## config.mk

```make
export PLATFORM = sky130hd
export DESIGN_NAME = uart_tx
export DESIGN_NICKNAME = d
export VERILOG_FILES = /design/src/rtl/uart_pkg.sv /design/src/rtl/uart_bit_timer.sv /design/src/rtl/uart_tx.sv
export SDC_FILE = /design/constraint.sdc
export NUM_CORES = 1
export LEC_CHECK = 0
export ABC_AREA = 1
export CELL_PAD_IN_SITES_DETAIL_PLACEMENT = 1
export CELL_PAD_IN_SITES_GLOBAL_PLACEMENT = 2
export CORE_ASPECT_RATIO = 1.4
export CORE_MARGIN = 1
export CORE_UTILIZATION = 34
export DETAILED_ROUTE_END_ITERATION = 10
export PLACE_DENSITY = 0.89
export SETUP_SLACK_MARGIN = 0.5
export SYNTH_ARGS = -nofsm -noshare
export SYNTH_HDL_FRONTEND = slang
export SYNTH_HIERARCHICAL = 1
export SYNTH_SLANG_ARGS = --single-unit
```

## constraint.sdc

```tcl
create_clock -name i_CLK -period 2.5 [get_ports i_CLK]
set_input_delay 0.75 -clock i_CLK [delete_from_list [all_inputs] [get_ports i_CLK]]
set_output_delay 0.75 -clock i_CLK [all_outputs]
set_load 0.05 [all_outputs]
```

## src/rtl/uart_pkg.sv

```systemverilog
// Shared UART definitions: FSM state encoding, line levels and default bit timing.
// Used by both the transmitter and the receiver.
package uart_pkg;

  typedef enum logic [1:0] {
    s_IDLE  = 2'd0,
    s_START = 2'd1,
    s_DATA  = 2'd2,
    s_STOP  = 2'd3
  } t_uart_state;

  localparam logic c_HIGH = 1'b1;
  localparam logic c_LOW  = 1'b0;

  // 50 MHz / 115200 baud
  localparam int c_DEFAULT_CYCLES_PER_BIT = 434;

endpackage

```

## src/rtl/uart_bit_timer.sv

```systemverilog
// Loadable down-counter for UART bit timing; o_EXPIRE strobes while enabled at zero.
// Loading N-1 gives an expiry exactly N cycles after the load edge.
module uart_bit_timer #(
  parameter int  c_MAX_CYCLES = 434,
  localparam int c_WIDTH      = $clog2(c_MAX_CYCLES)
) (
  input  logic               i_CLK,
  input  logic               i_RESET_N,
  input  logic               i_ENABLE,
  input  logic               i_LOAD,
  input  logic [c_WIDTH-1:0] i_LOAD_VALUE,
  output logic               o_EXPIRE
);

  logic [c_WIDTH-1:0] count_r;

  // Count register: a load overrides counting, counting stops at zero
  always_ff @(posedge i_CLK or negedge i_RESET_N) begin
    if (!i_RESET_N) begin
      count_r <= {c_WIDTH{1'b0}};
    end else if (i_LOAD) begin
      count_r <= i_LOAD_VALUE;
    end else if (i_ENABLE && (count_r != {c_WIDTH{1'b0}})) begin
      count_r <= count_r - c_WIDTH'(1);
    end else begin
      count_r <= count_r;
    end
  end

  assign o_EXPIRE = i_ENABLE && (count_r == {c_WIDTH{1'b0}});

endmodule

```

## src/rtl/uart_tx.sv

```systemverilog
// UART transmitter: 8N1/8N2 frames, LSB first, with a one-byte holding buffer
// behind a valid/ready handshake so the next byte can queue during a frame.
module uart_tx
  import uart_pkg::*;
#(
  parameter int c_CYCLES_PER_BIT = c_DEFAULT_CYCLES_PER_BIT,
  parameter int c_STOP_BITS      = 1
) (
  input  logic       i_CLK,
  input  logic       i_RESET_N,
  input  logic       i_TX_DV,
  input  logic [7:0] i_TX_BYTE,
  output logic       o_TX_READY,
  output logic       o_SERIAL_DATA,
  output logic       o_TX_ACTIVE,
  output logic       o_TX_DONE
);

  localparam int c_TMR_W = $clog2(c_CYCLES_PER_BIT * c_STOP_BITS);
  localparam logic [c_TMR_W-1:0] c_BIT_LOAD  = c_TMR_W'(c_CYCLES_PER_BIT - 1);
  localparam logic [c_TMR_W-1:0] c_STOP_LOAD = c_TMR_W'(c_CYCLES_PER_BIT * c_STOP_BITS - 1);

  t_uart_state        state_r, state_s;
  logic               buf_full_r, buf_full_s;
  logic [7:0]         buf_byte_r, buf_byte_s;
  logic               ready_r;
  logic [7:0]         shift_r, shift_s;
  logic [2:0]         bit_idx_r, bit_idx_s;
  logic               serial_r, serial_s;
  logic               active_r, active_s;
  logic               done_r, done_s;
  logic               accept_s, load_s;
  logic               tmr_en_s, tmr_load_s, expire_s;
  logic [c_TMR_W-1:0] tmr_value_s;

  assign accept_s = i_TX_DV && ready_r;
  assign tmr_en_s = (state_r != s_IDLE);

  uart_bit_timer #(
    .c_MAX_CYCLES(c_CYCLES_PER_BIT * c_STOP_BITS)
  ) u_bit_timer (
    .i_CLK       (i_CLK),
    .i_RESET_N   (i_RESET_N),
    .i_ENABLE    (tmr_en_s),
    .i_LOAD      (tmr_load_s),
    .i_LOAD_VALUE(tmr_value_s),
    .o_EXPIRE    (expire_s)
  );

  // Holding buffer: accept and load are exclusive because ready implies empty
  always_comb begin
    buf_full_s = buf_full_r;
    buf_byte_s = buf_byte_r;
    if (accept_s) begin
      buf_full_s = 1'b1;
      buf_byte_s = i_TX_BYTE;
    end else if (load_s) begin
      buf_full_s = 1'b0;
    end else begin
      buf_full_s = buf_full_r;
    end
  end

  // State and datapath registers
  always_ff @(posedge i_CLK or negedge i_RESET_N) begin
    if (!i_RESET_N) begin
      state_r    <= s_IDLE;
      buf_full_r <= 1'b0;
      buf_byte_r <= 8'h00;
      ready_r    <= 1'b1;
      shift_r    <= 8'h00;
      bit_idx_r  <= 3'd0;
      serial_r   <= c_HIGH;
      active_r   <= 1'b0;
      done_r     <= 1'b0;
    end else begin
      state_r    <= state_s;
      buf_full_r <= buf_full_s;
      buf_byte_r <= buf_byte_s;
      ready_r    <= ~buf_full_s;
      shift_r    <= shift_s;
      bit_idx_r  <= bit_idx_s;
      serial_r   <= serial_s;
      active_r   <= active_s;
      done_r     <= done_s;
    end
  end

  // Next-state logic
  always_comb begin
    state_s = state_r;
    case (state_r)
      s_IDLE:  if (buf_full_r) state_s = s_START; else state_s = s_IDLE;
      s_START: if (expire_s) state_s = s_DATA; else state_s = s_START;
      s_DATA:  if (expire_s && (bit_idx_r == 3'd7)) state_s = s_STOP; else state_s = s_DATA;
      s_STOP: begin
        if (expire_s) state_s = buf_full_r ? s_START : s_IDLE;
        else          state_s = s_STOP;
      end
      default: state_s = s_IDLE;
    endcase
  end

  // Output/datapath logic: values the registers take on the coming edge
  always_comb begin
    serial_s    = serial_r;
    active_s    = active_r;
    done_s      = 1'b0;
    load_s      = 1'b0;
    tmr_load_s  = 1'b0;
    tmr_value_s = c_BIT_LOAD;
    shift_s     = shift_r;
    bit_idx_s   = bit_idx_r;
    case (state_r)
      s_IDLE: begin
        serial_s = c_HIGH;
        active_s = 1'b0;
        if (buf_full_r) begin
          load_s     = 1'b1;
          tmr_load_s = 1'b1;
          shift_s    = buf_byte_r;
          bit_idx_s  = 3'd0;
          serial_s   = c_LOW;
          active_s   = 1'b1;
        end else begin
          bit_idx_s = 3'd0;
        end
      end
      s_START: begin
        if (expire_s) begin
          tmr_load_s = 1'b1;
          serial_s   = shift_r[0];
        end else begin
          serial_s = c_LOW;
        end
      end
      s_DATA: begin
        if (expire_s && (bit_idx_r == 3'd7)) begin
          tmr_load_s  = 1'b1;
          tmr_value_s = c_STOP_LOAD;
          serial_s    = c_HIGH;
        end else if (expire_s) begin
          tmr_load_s = 1'b1;
          bit_idx_s  = bit_idx_r + 3'd1;
          shift_s    = {1'b0, shift_r[7:1]};
          serial_s   = shift_r[1];
        end else begin
          serial_s = shift_r[0];
        end
      end
      s_STOP: begin
        if (expire_s && buf_full_r) begin
          // Back-to-back: next start bit begins on the done edge
          done_s     = 1'b1;
          load_s     = 1'b1;
          tmr_load_s = 1'b1;
          shift_s    = buf_byte_r;
          bit_idx_s  = 3'd0;
          serial_s   = c_LOW;
          active_s   = 1'b1;
        end else if (expire_s) begin
          done_s   = 1'b1;
          serial_s = c_HIGH;
          active_s = 1'b0;
        end else begin
          serial_s = c_HIGH;
        end
      end
      default: begin
        serial_s  = c_HIGH;
        active_s  = 1'b0;
        bit_idx_s = 3'd0;
      end
    endcase
  end

  assign o_TX_READY    = ready_r;
  assign o_SERIAL_DATA = serial_r;
  assign o_TX_ACTIVE   = active_r;
  assign o_TX_DONE     = done_r;

endmodule

```

==> out/qor.yml, run 1 <==
synth-compound-area-share: 0.06103
start_kind: "flip-flop"
crit_slowest_cell: "dfrtp_1"
drt_first_pass_iters: 4
relSlewSlack: 0.4529
coreArea_sq_um: 5525
multi_input_area_sq_um: 1067
fin_setup_tns_ns: 0
cp_cell_sequence: "inv_2 > ha_4 > nand2_4 > nor2_4 > nand2_2 > nor2_4 > o21ai_0 > o21ai_2 > clkinv_2 > buf_6 > nand3_1 > nand2_1 > nand2_1 > nand2_1"
antenna_found_initial: 0
grt_max_degree: 36
cp.required_ns: 2.68
dieArea_sq_um: 6101
final_common_cell: "nand2_1"
cts_tree: "yes"
drive_above_1_share: 0.2533
drv_cap: 0
via_count: 1759
fin_ws_ns: 0.5129
dp_hpwl_um: 3302
finalCritPeriodShare: 0.7948
drc: 0
cts.path.max_buffers: 2
syn_area_per_cell_sq_um: 7.841
diodes: 0
synth_top_area_frac: 0.4196
rsz0062_at_grt: "true"
start_util: 0.3562
critical_path.max_stage_delay_ns: 0.40
power.density_nw_per_um2: 1288
ios: 15
grt_usage: 0.1811
grt_pass1_vias: 1841
wirelength_um: 5012
path_clk_slew_ns: 0.07
irDropWorstVdd_uv: 494.9
die_height_um: 92.02
die_w_um: 66.30
cp.buffers_inverters: 3
synth_top_family_by_area: "simple AND/OR/NAND/NOR gates"
synth_mux_area_frac: 0.04005
place_congestion: 0.8303
synth_warnings: 6
nets: 319
synthCells: 251
ys_ff_latch: 35
grt_pass1_wl_um: 8307
drtAntennaViolNets: 0
yosysTopAreaCell: "dfrtp_1"
async_flop_share: 1.000
regArea_sq_um: 879.6
criticalPathCategory: "flip-flop to flip-flop"
synth_cell_types: 28
hold_viol: 0
yosys.area_share.adder: 0.05722
grt.overflow.total: 0
cts_sinks: 35
pre_cts_slack_ns: 0.1871
status: "finished clean"
clk_latency_ns: 0.29
cts_buffers: 5
tightest_slew_ns: 0.8206
synth_edf_count: 0
startpoint: "u_bit_timer/count_r[0]$_DFFE_PN0P_"
port_buffers: 14
leakagePower_nw: 1.338
period_needed_ns: 1.987
fmax_mhz: 503.2
ys.flop_type: "dfrtp_1"
yosysSeqAreaShare: 0.4463
cp_top_family: "simple AND/OR/NAND/NOR gates"
cts_max_level: 2
area_growth_pct: 29.24
post_drt_wl_per_cell_um: 13.62
synth-xor-area-share: 0.004450
drv_slew: 0
synth_area_sq_um: 1968
min_from: "shift_r[5]$_DFFE_PN0P_"
r2r-start: "u_bit_timer/count_r[0]$_DFFE_PN0P_"
fill_cells: 679
critPathCaptureType: "flip-flop"
cts_root_buffer: "clkbuf_8"
setup_viol: 0
first_iter_violations: 35
synthSimpleGateAreaFrac: 0.3185
clock-skew-final_ns: 0.006512
holdCritPathClass: "flip-flop to flip-flop"
worst_path_most_repeated_cell: "nand2_1"
viasPerCell: 4.780
cp.arrival_ns: 2.17
netlist_top_cells_area: "dfrtp_1 (42%), nand2_1 (19%), nand3_1 (5.8%)"
layout_common_cells: "nand2_1 (97), dfrtp_1 (32), nand3_1 (22)"
core.rowCount: 32
cp_max_fo: 5
[cells in the mapped netlist (2+ instances only)]
cell	count
nand2_1	101
o21ai_2	4
nand3_1	23
dfstp_2	2
nand3_2	2
conb_1	2
o21ai_0	9
nor2_1	12
a31oi_1	2
nor2_2	2
a21oi_1	3
inv_1	21
mux2_2	7
clkinv_1	2
nand2_2	5
ha_1	9
buf_6	2
dfrtp_1	33
[power by group]
group | leakage [nW] | switching, W | internal [W]
registers | 0.425 | 0.000174 | 0.000836
clock network | 0.0515 | 0.000205 | 0.000252
logic | 0.861 | 0.00105 | 0.000763
total | 1.34 | 0.00142 | 0.00185
[worst min-delay path, cell delays in order, from the launching register on]
cell	delay, ns
dfrtp_1	0.35
nand2_1	0.05
nand2_1	0.05
[cell families (layout without fill, tap and decap cells)]
| family | after synthesis | after routing |
|---|---|---|
| AND/OR/NAND/NOR | 148 | 149 |
| flip-flops | 35 | 35 |
| buffers and inverters | 29 | 70 |
| AO/OA/AOI/OAI | 20 | 20 |
| adder cells (fa/ha/maj) | 9 | 9 |
| multiplexers | 7 | 7 |
| other | 2 | 9 |
| XOR/XNOR | 1 | 1 |
[routing by layer]
layer / vias to the layer above / part of all wire / global-route usage
li1: 876 / - / -
met1: 849 / 0.39 / 0.1980
met2: 22 / 0.56 / 0.3350
met3: 12 / 0.020 / 0.02985
met4: 0 / 0.028 / 0.07092
met5: - / 0 / 0
[per-stage QoR]
stage	cells	cell area (sq um)	hold WS, ns	utilization	power, W
after detailed placement	338	2213	0.4677	0.4006	0.002478
after global placement	338	2213	0.4564	0.4006	0.002430
after CTS	360	2442	0.4861	0.4420	0.003150
after global routing	368	2544	0.4931	0.4604	0.003569
after floorplan	258	2016	0.4422	-	0.002120
final	368	2544	0.4854	0.4604	0.003275
[path summary, 6_finish.rpt]
check	slack (ns)	endpoint	cells after the start
worst max register to register	0.51	u_bit_timer/count_r[5]$_DFFE_PN0P_	14
worst min register to register	0.49	shift_r[5]$_DFFE_PN0P_	2
max in group asynchronous	1.39	u_bit_timer/count_r[6]$_DFFE_PN0P_	1
worst max-delay path	0.51	u_bit_timer/count_r[5]$_DFFE_PN0P_	14
min in group asynchronous	0.55	u_bit_timer/count_r[2]$_DFFE_PN0P_	1
worst min-delay path	0.49	shift_r[5]$_DFFE_PN0P_	2
[what timing repair did]
action                     4_1_cts  5_1_grt
setup endpoints to repair       21       21
gates cloned                     1        1
pin swaps                        4       10
buffers inserted                13        7
hold buffers                     0        0
gates resized for setup         16       15
[sequential cells by signal, indices dropped and copies added, names as in the netlist]
name,flops
buf_byte_r,8
bit_idx_r,3
o_TX_DONE,1
u_bit_timer/count_r,9
state_r,2
buf_full_r,1
o_SERIAL_DATA,1
o_TX_READY,1
o_TX_ACTIVE,1
shift_r,8
[cell type report]
cell class | instances | area share
multi-input cells | 195 | 0.4196
flip-flops and latches | 35 | 0.3458
repair buffers | 38 | 0.1259
clock buffers | 8 | 0.03935
inverters | 24 | 0.03591
well taps | 68 | 0.03345
Power figures use the tool's default switching activity.
==> inputs of run 2 (changes only) <==
==> constraint.sdc (replaced) <==
create_clock -name i_CLK -period 1.98 [get_ports i_CLK]
set_input_delay 0.594 -clock i_CLK [delete_from_list [all_inputs] [get_ports i_CLK]]
set_output_delay 0.594 -clock i_CLK [all_outputs]
set_load 0.05 [all_outputs]
==> run 2 against run 1 <==
Effect of this change:
- sequential power grew 26%
- cell area grew 13%
- first-iteration DRC count grew 29%
- non-clock buffer count grew 12
- die area is the same
- register-to-register slack lost 0.47 ns
- total power grew 45%
- largest power group unchanged
==> out/qor.yml, run 2 (synthesis gave the netlist of run 1 again) <==
antenna_found_initial: 0  # unchanged
cp_cell_sequence: "inv_2 > ha_4 > nand2_4 > nor2_4 > nand2_2 > nor2_4 > buf_6 > nand2_4 > a21oi_4 > nand3_4 > nand2_1 > nand2_1"
period_needed_ns: 1.936  # -0.05120 ns
start_util: 0.3562  # unchanged
r2r_cells: 12  # -2
cts_max_level: 2  # unchanged
drv_cap: 0  # unchanged
area_growth_pct: 46.22
ff2ff_setup_slack_ns: 0.04  # -0.47 ns
core.rowCount: 32  # unchanged
critical_path.max_stage_delay_ns: 0.39  # about the same
fmax_mhz: 516.6  # +2.6%
fin_ws_ns: 0.04409  # -0.4688 ns
die_height_um: 92.02  # unchanged
grt_max_degree: 36  # unchanged
cp_max_fo: 8  # +3
cts_root_buffer: "clkbuf_8"
place_congestion: 0.7511  # -9.5%
cp.arrival_ns: 2.12  # -0.05 ns
layout_common_cells: "nand2_1 (86), dfrtp_1 (33), buf_4 (31)"
startpoint: "u_bit_timer/count_r[1]$_DFFE_PN0P_"
viasPerCell: 4.837  # +1.2%
drc: 0  # unchanged
criticalPathCategory: "flip-flop to flip-flop"
clk_latency_ns: 0.29  # about the same
cts_buffers: 5  # unchanged
final_core_util: 0.5208  # +0.06046
setup_viol: 0  # unchanged
cp.required_ns: 2.17  # -0.51 ns
top_regs: "u_bit_timer/count_r: 9 flops, buf_byte_r: 8 flops, shift_r: 8 flops"
regArea_sq_um: 878.3  # -0.14%
port_buffers: 14  # unchanged
hold_viol: 0  # unchanged
drtAntennaViolNets: 0  # unchanged
top_register: "u_bit_timer/count_r"
pre_cts_slack_ns: -0.05682  # -0.2439 ns
coreArea_sq_um: 5525  # unchanged
finalCritPeriodShare: 0.9777  # +0.1829
critPathCaptureType: "flip-flop"
irDropWorstVdd_uv: 766.9  # +55%
cts_hold_buf: 0  # unchanged
cts.path.max_buffers: 2  # unchanged
first_iter_violations: 45  # +29%
timing.rr.end: "shift_r[4]$_DFFE_PN0P_"
die_w_um: 66.30  # unchanged
fill_cells: 669  # -1.5%
via_count: 1843  # +4.8%
rsz0062_at_grt: "true"
multi_input_area_sq_um: 1236  # +16%
grt_pass1_wl_um: 8604  # +3.6%
clock-skew-final_ns: 0.007028  # +0.0005158 ns
start_kind: "flip-flop"
final_common_cell: "nand2_1"
r2r-start: "u_bit_timer/count_r[1]$_DFFE_PN0P_"
nets: 332  # +4.1%
grt_pass1_vias: 1865  # +1.3%
ios: 15  # unchanged
leakagePower_nw: 1.469  # +9.8%
status: "finished clean"
cp-endpoint: "shift_r[4]$_DFFE_PN0P_"
grt_usage: 0.1884  # +0.007285
power.density_nw_per_um2: 1652  # +28%
dp_hpwl_um: 3527  # +6.8%
cts_sinks: 35  # unchanged
cts_tree: "yes"
post_drt_wl_per_cell_um: 14.46  # +6.2%
drive_above_1_share: 0.3898  # +0.1364
drv_slew: 0  # unchanged
crit_slowest_cell: "dfrtp_1"
largest_reg_flops: 9  # unchanged
grt.overflow.total: 0  # unchanged
fin_setup_tns_ns: 0  # unchanged
holdCritPathClass: "input pin to asynchronous set/reset pin"
dieArea_sq_um: 6101  # unchanged
whs_ns: 0.3328  # -0.1525 ns
diodes: 0  # unchanged
path_clk_slew_ns: 0.07  # about the same
wirelength_um: 5510  # +9.9%
drt_first_pass_iters: 4  # unchanged
## run 2: changes by cell type in the layout (fill, tap and decap cells not counted), sizes merged
cell,delta
buf,+16
clkbuf,-3
clkinv,+1
dlygate4sd2,-2
inv,+1
bufinv,+1
clkdlybuf4s15,-1
## run 2: worst max-delay path: cells and delay by family, from the launching register on
family	cells	cell delay [ns]
buf+inv	2	0.24
simple gates	8	0.83
flops	1	0.39
fa+ha+maj	1	0.15
compound gates	1	0.21
## run 2: worst min path at each step
stage | to | slack, ns | depth (start not counted)
3_3_place_gp | shift_r[4]$_DFFE_PN0P_ | 0.45 | 2
5_1_grt | buf_byte_r[1]$_DFFE_PN0P_ | 0.38 | 2
6_report | u_bit_timer/count_r[7]$_DFFE_PN0P_ | 0.33 | 2
3_5_place_dp | shift_r[7]$_DFFE_PN0P_ | 0.46 | 2
4_1_cts | state_r[0]$_DFF_PN0_ | 0.35 | 2
2_1_floorplan | bit_idx_r[0]$_DFFE_PN0P_ | 0.30 | 0
## run 2: power breakdown
group / total (W) / internal [W] / switching [W] / leakage (nW)
combinational: 0.00281 / 0.00123 / 0.00158 / 0.981
clock: 0.000670 / 0.000407 / 0.000263 / 0.0612
sequential: 0.00127 / 0.00106 / 0.000216 / 0.427
## run 2: metal layers
metal  routed length [um]  share of wire  up-vias  track usage
met2                 3193           0.58       23       0.3580
met4                  152          0.028        0      0.05851
li1                     -              -      901            -
met5                    0              0        -            0
met1                 2067           0.38      907       0.2047
met3                   97          0.018       12      0.02985
## run 2: per-stage QoR
stage	power [W]	cells	area [sq um]
3_5_place_dp	0.003401	351	2350
2_1_floorplan	0.002715	258	2027
3_3_place_gp	0.003332	351	2350
5_1_grt	0.005116	381	2878
6_report	0.004754	381	2878
4_1_cts	0.004404	374	2653
## run 2: layout make-up
cell class / instances / share of cell area
sequential: 35 / 0.3052
inverter: 24 / 0.03348
clock inverter: 2 / 0.01217
timing repair buffer: 50 / 0.1583
clock buffer: 6 / 0.02870
timing repair inverter: 1 / 0.003043
tap: 68 / 0.02957
multi-input combinational: 195 / 0.4296
## run 2: repair_timing
action | in CTS | in global routing
resized for setup | 28 | 41
pin swaps | 9 | 23
setup buffers | 13 | 7
setup endpoints to repair | 35 | 28
gates cloned | 2 | 0
